`config.mk`:
```
export PLATFORM = sky130hd
export DESIGN_NAME = pc_sequencer_flat
export DESIGN_NICKNAME = d
export VERILOG_FILES = /design/src/rtl/pc_seq_pkg.sv /design/src/rtl/pc_sequencer_if.sv /design/src/rtl/pc_sequencer_branch_target_calc.sv /design/src/rtl/pc_sequencer.sv /design/src/flat_wrapper.sv
export SDC_FILE = /design/constraint.sdc
export NUM_CORES = 1
export LEC_CHECK = 0
export ABC_AREA = 1
export BUFFER_PORTS_ARGS = -buffer_cell sky130_fd_sc_hd__buf_2
export CAP_MARGIN = 40
export CORE_ASPECT_RATIO = 0.9
export CORE_MARGIN = 2
export CORE_UTILIZATION = 30
export DETAILED_ROUTE_END_ITERATION = 8
export PLACE_DENSITY = 0.45
export SYNTH_ARGS = -nofsm -noshare
export SYNTH_HDL_FRONTEND = slang
export SYNTH_SLANG_ARGS = --single-unit
```
`constraint.sdc`:
```
create_clock -name clk -period 4.6 [get_ports clk]
set_clock_uncertainty 0.15 [all_clocks]
set_input_delay 0.92 -clock clk [delete_from_list [all_inputs] [get_ports clk]]
set_output_delay 0.92 -clock clk [all_outputs]
set_load 0.1 [all_outputs]
```
`src/rtl/pc_seq_pkg.sv`:
```
// Shared types and constants for the fetch-address sequencer and the
// branch-target arithmetic it shares with later BTB work.
package pc_seq_pkg;

    typedef enum logic {
        RUN   = 1'b0,
        FLUSH = 1'b1
    } seq_state_e;

    localparam int unsigned PC_STEP          = 4;
    localparam int unsigned OFFSET_SHIFT     = 2;
    localparam int unsigned FLUSH_CNT_W      = 3;
    localparam logic [63:0] DEFAULT_RESET_PC = 64'h0;

endpackage

```
`src/rtl/pc_sequencer_if.sv`:
```
// Branch-resolution bus from EX/MEM into the PC sequencer.
interface pc_sequencer_if #(
    parameter int ADDR_W = 64
) ();

    logic              br_valid;
    logic              br_taken;
    logic              br_uncond;
    logic [ADDR_W-1:0] br_pc;
    logic [ADDR_W-1:0] br_offset;

    modport master (
        output br_valid,
        output br_taken,
        output br_uncond,
        output br_pc,
        output br_offset
    );

    modport slave (
        input br_valid,
        input br_taken,
        input br_uncond,
        input br_pc,
        input br_offset
    );

endinterface

```
`src/rtl/pc_sequencer_branch_target_calc.sv`:
```
// Branch-target adder: word-aligned branch PC plus the word offset scaled to bytes.
// Purely combinational; the sum wraps modulo 2^ADDR_W.
module branch_target_calc
    import pc_seq_pkg::*;
#(
    parameter int ADDR_W = 64
) (
    input  logic [ADDR_W-1:0] br_pc,
    input  logic [ADDR_W-1:0] br_offset,
    output logic [ADDR_W-1:0] target
);

    logic [ADDR_W-1:0] aligned_pc;
    logic [ADDR_W-1:0] scaled_offset;

    assign aligned_pc    = {br_pc[ADDR_W-1:OFFSET_SHIFT], {OFFSET_SHIFT{1'b0}}};
    // Offset bits shifted past the top are dropped, matching the datapath adder.
    assign scaled_offset = br_offset << OFFSET_SHIFT;
    assign target        = aligned_pc + scaled_offset;

endmodule

```
`src/rtl/pc_sequencer.sv`:
```
// Program-counter owner for the pipelined LEGv8 core: sequential step, hazard
// hold, branch redirect with a fixed wrong-path flush window and a redirect counter.
module pc_sequencer
    import pc_seq_pkg::*;
#(
    parameter int          ADDR_W       = 64,
    parameter logic [63:0] RESET_PC     = DEFAULT_RESET_PC,
    parameter int          FLUSH_CYCLES = 2,
    parameter int          CNT_W        = 32
) (
    input  logic              clk,
    input  logic              reset,
    input  logic              stall,
    pc_sequencer_if.slave     br,
    output logic [ADDR_W-1:0] pc_out,
    output logic              pc_valid,
    output logic              flush_if_id,
    output logic              flush_id_ex,
    output logic              redirect,
    output logic [CNT_W-1:0]  redirect_count
);

    localparam logic [FLUSH_CNT_W-1:0] FLUSH_LOAD = FLUSH_CNT_W'(FLUSH_CYCLES);
    localparam logic [ADDR_W-1:0]      STEP       = ADDR_W'(PC_STEP);
    localparam logic [ADDR_W-1:0]      PC_INIT    = RESET_PC[ADDR_W-1:0];

    seq_state_e             state_q, state_d;
    logic [FLUSH_CNT_W-1:0] flush_cnt_q, flush_cnt_d;
    logic [ADDR_W-1:0]      pc_q, pc_d;
    logic [ADDR_W-1:0]      restart_pc_q, restart_pc_d;
    logic                   pc_valid_q, pc_valid_d;
    logic [CNT_W-1:0]       count_q, count_d;
    logic [ADDR_W-1:0]      target;
    logic                   take;

    branch_target_calc #(
        .ADDR_W (ADDR_W)
    ) u_target (
        .br_pc     (br.br_pc),
        .br_offset (br.br_offset),
        .target    (target)
    );

    // Resolutions seen during FLUSH come from wrong-path instructions.
    assign take = ~reset & br.br_valid & (br.br_taken | br.br_uncond) & (state_q == RUN);

    always_comb begin
        // NOTE: every signal driven here gets a default first so no path infers a latch.
        state_d      = state_q;
        flush_cnt_d  = flush_cnt_q;
        pc_d         = pc_q;
        restart_pc_d = restart_pc_q;
        pc_valid_d   = pc_valid_q;
        count_d      = count_q;

        unique case (state_q)
            RUN: begin
                if (take) begin
                    pc_d         = target;
                    restart_pc_d = target;
                    flush_cnt_d  = FLUSH_LOAD;
                    state_d      = FLUSH;
                    pc_valid_d   = 1'b0;
                    if (count_q != '1) count_d = count_q + 1'b1;
                end else if (!stall) begin
                    pc_d       = pc_q + STEP;
                    pc_valid_d = 1'b1;
                end
            end
            FLUSH: begin
                flush_cnt_d = flush_cnt_q - 1'b1;
                if (flush_cnt_q == FLUSH_CNT_W'(1)) begin
                    // Re-present the target so it is the first fetch once valid rises.
                    state_d    = RUN;
                    pc_valid_d = 1'b1;
                    pc_d       = restart_pc_q;
                end else if (!stall) begin
                    pc_d = pc_q + STEP;
                end
            end
            default: state_d = RUN;
        endcase
    end

    always_ff @(posedge clk) begin
        // NOTE: state registers use non-blocking assignment so every flop samples pre-edge values.
        if (reset) begin
            state_q      <= RUN;
            flush_cnt_q  <= '0;
            pc_q         <= PC_INIT;
            restart_pc_q <= PC_INIT;
            pc_valid_q   <= 1'b0;
            count_q      <= '0;
        end else begin
            state_q      <= state_d;
            flush_cnt_q  <= flush_cnt_d;
            pc_q         <= pc_d;
            restart_pc_q <= restart_pc_d;
            pc_valid_q   <= pc_valid_d;
            count_q      <= count_d;
        end
    end

    assign pc_out         = pc_q;
    assign pc_valid       = pc_valid_q;
    assign flush_if_id    = (state_q == FLUSH);
    assign flush_id_ex    = (state_q == FLUSH);
    assign redirect       = take;
    assign redirect_count = count_q;

endmodule

```
`src/flat_wrapper.sv`:
```
// flat-port wrapper written by rule: the top's interface ports become plain ports
module pc_sequencer_flat import pc_seq_pkg::*;
#(
    parameter int          ADDR_W       = 64,
    parameter logic [63:0] RESET_PC     = DEFAULT_RESET_PC,
    parameter int          FLUSH_CYCLES = 2,
    parameter int          CNT_W        = 32
)
  (clk, reset, stall, pc_out, pc_valid, flush_if_id, flush_id_ex, redirect, redirect_count, br_br_valid, br_br_taken, br_br_uncond, br_br_pc, br_br_offset);
  pc_sequencer_if #(.ADDR_W(ADDR_W)) br_i ();
  input  logic clk;
  input  logic reset;
  input  logic stall;
  output logic [ADDR_W-1:0] pc_out;
  output logic pc_valid;
  output logic flush_if_id;
  output logic flush_id_ex;
  output logic redirect;
  output logic [CNT_W-1:0] redirect_count;
  input wire logic [$bits(br_i.br_valid)-1:0] br_br_valid;
  input wire logic [$bits(br_i.br_taken)-1:0] br_br_taken;
  input wire logic [$bits(br_i.br_uncond)-1:0] br_br_uncond;
  input wire logic [$bits(br_i.br_pc)-1:0] br_br_pc;
  input wire logic [$bits(br_i.br_offset)-1:0] br_br_offset;
  assign br_i.br_valid = br_br_valid;
  assign br_i.br_taken = br_br_taken;
  assign br_i.br_uncond = br_br_uncond;
  assign br_i.br_pc = br_br_pc;
  assign br_i.br_offset = br_br_offset;
  pc_sequencer #(.ADDR_W(ADDR_W), .RESET_PC(RESET_PC), .FLUSH_CYCLES(FLUSH_CYCLES), .CNT_W(CNT_W)) u_core (.clk(clk), .reset(reset), .stall(stall), .br(br_i), .pc_out(pc_out), .pc_valid(pc_valid), .flush_if_id(flush_if_id), .flush_id_ex(flush_id_ex), .redirect(redirect), .redirect_count(redirect_count));
endmodule
```
==> out/metrics.yaml <==
crit_path_max_incr_delay_ns: 0.52
cp_max_fo: 5
p_total_uw: 4790
period_minus_slack_ns: 3.13
fp-row-count: 76
setup_viol: 0
required_ns: 4.75
clk_pin_slew_ns: 0.07
dieWidth_um: 235
post-route-period-util_pct: 68.1
final_common_cell: "nand2_1"
n_fill_cell: 5462
cp_top_family: "compound AO/OA/AOI/OAI gates"
post_drt_wl_per_cell_um: 16.3
utilization_pct: 35.2
grtUsageTotal_pct: 22.5
antenna_found_initial: 0
postCtsSetupBuffers: 0
ctsResizeCount: 0
p_sw_uw: 2040
htreeDepth: 4
syn_inst: 2534
grt_max_degree: 63
ys_warn_count: 0
sw_frac_of_total_pct: 42.5
pwr-share-clk_pct: 30.9
grt_first_pass_wirelength_mm: 85.4
worstMarginPinSlew_ns: 0.864
syn-cell-area_mm2: 0.0144
vias_per_cell: 4.73
hold_buffers: 0
finalMaxSlewViolations: 0
vdd.ir_drop.worst_v: 0.000271
drv_cap: 0
synth_seq_cells: 161
cts_tree: "yes"
dieArea_mm2: 0.0496
drt-total-wl_mm: 55.1
final_layout_size_suffix_gt1_share_pct: 12.8
vias: 16000
clock-sinks: 161
cts_buffers: 17
fin_ws_ns: 1.47
status: "finished clean"
final_hold_viol_count: 0
final_antenna_net_count: 0
grt_pass1_vias: 15000
gp_congestion: 0.939
crit_arrival_ns: 3.28
slew_headroom_pct: 42.4
drt_iter0_markers: 1302
combPwrFrac_pct: 35.5
hp-class: "reg2reg"
crit_type: "in2reg"
fin_tns_setup_ns: 0
initial_core_util_pct: 30.2
numPortBuffers: 227
boundaryPins: 234
ys.flop_type: "dfxtp_1"
dp_slack_ns: 1.05
firstDrtPassIters: 6
drc: 0
p_leak_uw: 0.00859
area_growth_pct: 16.7
place_hpwl_mm: 45.1
startpoint_type: "input port"
nets: 2939
synth.distinct_cells: 53
rsz0062_at_grt: "no"
ys_seq_area_share_pct: 22.5
layout_common_cells: "907 x nand2_1, 419 x inv_1, 226 x buf_2"
fmax_mhz: 319
crit_path_end_kind: "register"
p_per_area_mw_per_mm2: 286
grt_overflow: 0
cts-root-buf: "clkbuf_16"
worst_path_max_delay_cell: "o21ai_0"
path_cells: "buf_2 > ha_1 > nand2_1 > inv_1 > a21oi_1 > o21ai_0 > nand2_1 > nand3_1 > a21oi_1 > nand2_1 > o21ai_0 > o21ai_0"
antenna_cells: 0
synth_edf_count: 0
avgSynthCellArea_um2: 5.66
clock_path_buffers: 2
core_mm2: 0.0475
pwr-share-seq_pct: 33.6
async_flop_share_pct: 0
intPower_uw: 2760
insertion_delay_ns: 0.46
die_h_um: 212
path_buf_inv: 2
-- metal layers --
metal / part of all wire (%) / global-route usage, % / vias up
met1: 49 / 32.1 / 7189
li1: - / - / 8359
met5: 0 / 0 / -
met3: 5.4 / 3.00 / 42
met4: 1.6 / 4.90 / 0
met2: 44 / 35.8 / 395
-- power by group through the flow --
stage	Clock [µW]	Combinational [µW]	Sequential (µW)
3_3_place_gp	0	1690	1640
4_1_cts	1520	1710	1610
3_5_place_dp	0	1710	1640
2_1_floorplan	0	844	2010
5_1_grt	1580	1880	1630
6_report	1480	1700	1610
-- worst register-to-register path, cell delays in order (launching register included) --
cell     delay [ns]
dfxtp_1        0.47
ha_1           0.25
nand3_1        0.20
nor2_2         0.37
nand2_1        0.18
nor2_1         0.24
nand2_1        0.22
nor2_1         0.17
xor2_1         0.26
a21oi_1        0.10
o21ai_1        0.12
nand2_1        0.05
-- cells by family after synthesis --
kind of cell / after synthesis / synth area share (%)
AOI/OAI and AO/OA: 369 / 13.9
xor gates and xnor gates: 44 / 2.79
adders and majority gates: 66 / 5.81
buffers and inverters: 487 / 13.1
DFF: 161 / 22.5
muxes: 1 / 0.0697
other: 1 / 0.0261
and+or+nand+nor: 1405 / 41.8
-- per-stage QoR --
step	area [µm²]	cells	hold WS, ns
2_1_floorplan	14400	2535	0.291
3_3_place_gp	16100	3342	0.301
3_5_place_dp	16200	3344	0.303
4_1_cts	16800	3376	0.314
5_1_grt	16800	3376	0.327
6_report	16800	3376	0.312
-- state kept, by name, indices dropped and copies added (netlist names) --
signal                 flops
u_core.flush_id_ex         1
u_core.flush_cnt_q         3
u_core.pc_out             62
u_core.restart_pc_q       62
u_core.pc_valid            1
u_core.redirect_count     32
-- Yosys cell counts (8+ instances only) --
cell,number,area [µm²]
clkbuf_1,34,128
nand3_1,128,641
nor3_1,40,200
nand3b_1,11,82.6
nor2_1,209,785
nor2_2,12,75.1
nand4_1,34,213
xor2_1,35,307
o211ai_1,14,105
inv_2,9,33.8
ha_1,65,813
o21ai_0,123,616
nor3_2,14,140
nor2_4,8,90.1
inv_1,419,1570
o21ai_1,8,40.0
dfxtp_1,161,3220
nand2_1,907,3400
a21oi_1,175,876
o21bai_1,27,203
buf_2,12,60.1
-- path summary, 6_finish.rpt --
| kind | startpoint | to | slack [ns] | depth (start not counted) |
|---|---|---|---|---|
| setup / recovery | br_br_offset[48] | u_core.restart_pc_q[63]$_SDFFE_PP0P_ | 1.47 | 12 |
| hold / removal | u_core.restart_pc_q[49]$_SDFFE_PP0P_ | u_core.restart_pc_q[49]$_SDFFE_PP0P_ | 0.31 | 2 |
| hold reg to reg | u_core.restart_pc_q[49]$_SDFFE_PP0P_ | u_core.restart_pc_q[49]$_SDFFE_PP0P_ | 0.31 | 2 |
| setup reg to reg | u_core.pc_out[2]$_SDFF_PP0_ | u_core.pc_out[30]$_SDFF_PP0_ | 1.72 | 11 |
-- final cells by class --
type	instances	area, µm²	share of cell area, %
multi-input combinational	1887	9250	55.2
sequential	161	3220	19.2
inverter	430	1620	9.67
timing repair buffer	242	1280	7.66
tap	624	781	4.66
clock buffer	18	439	2.62
clock inverter	14	153	0.911
Power figures use the tool's default switching activity.
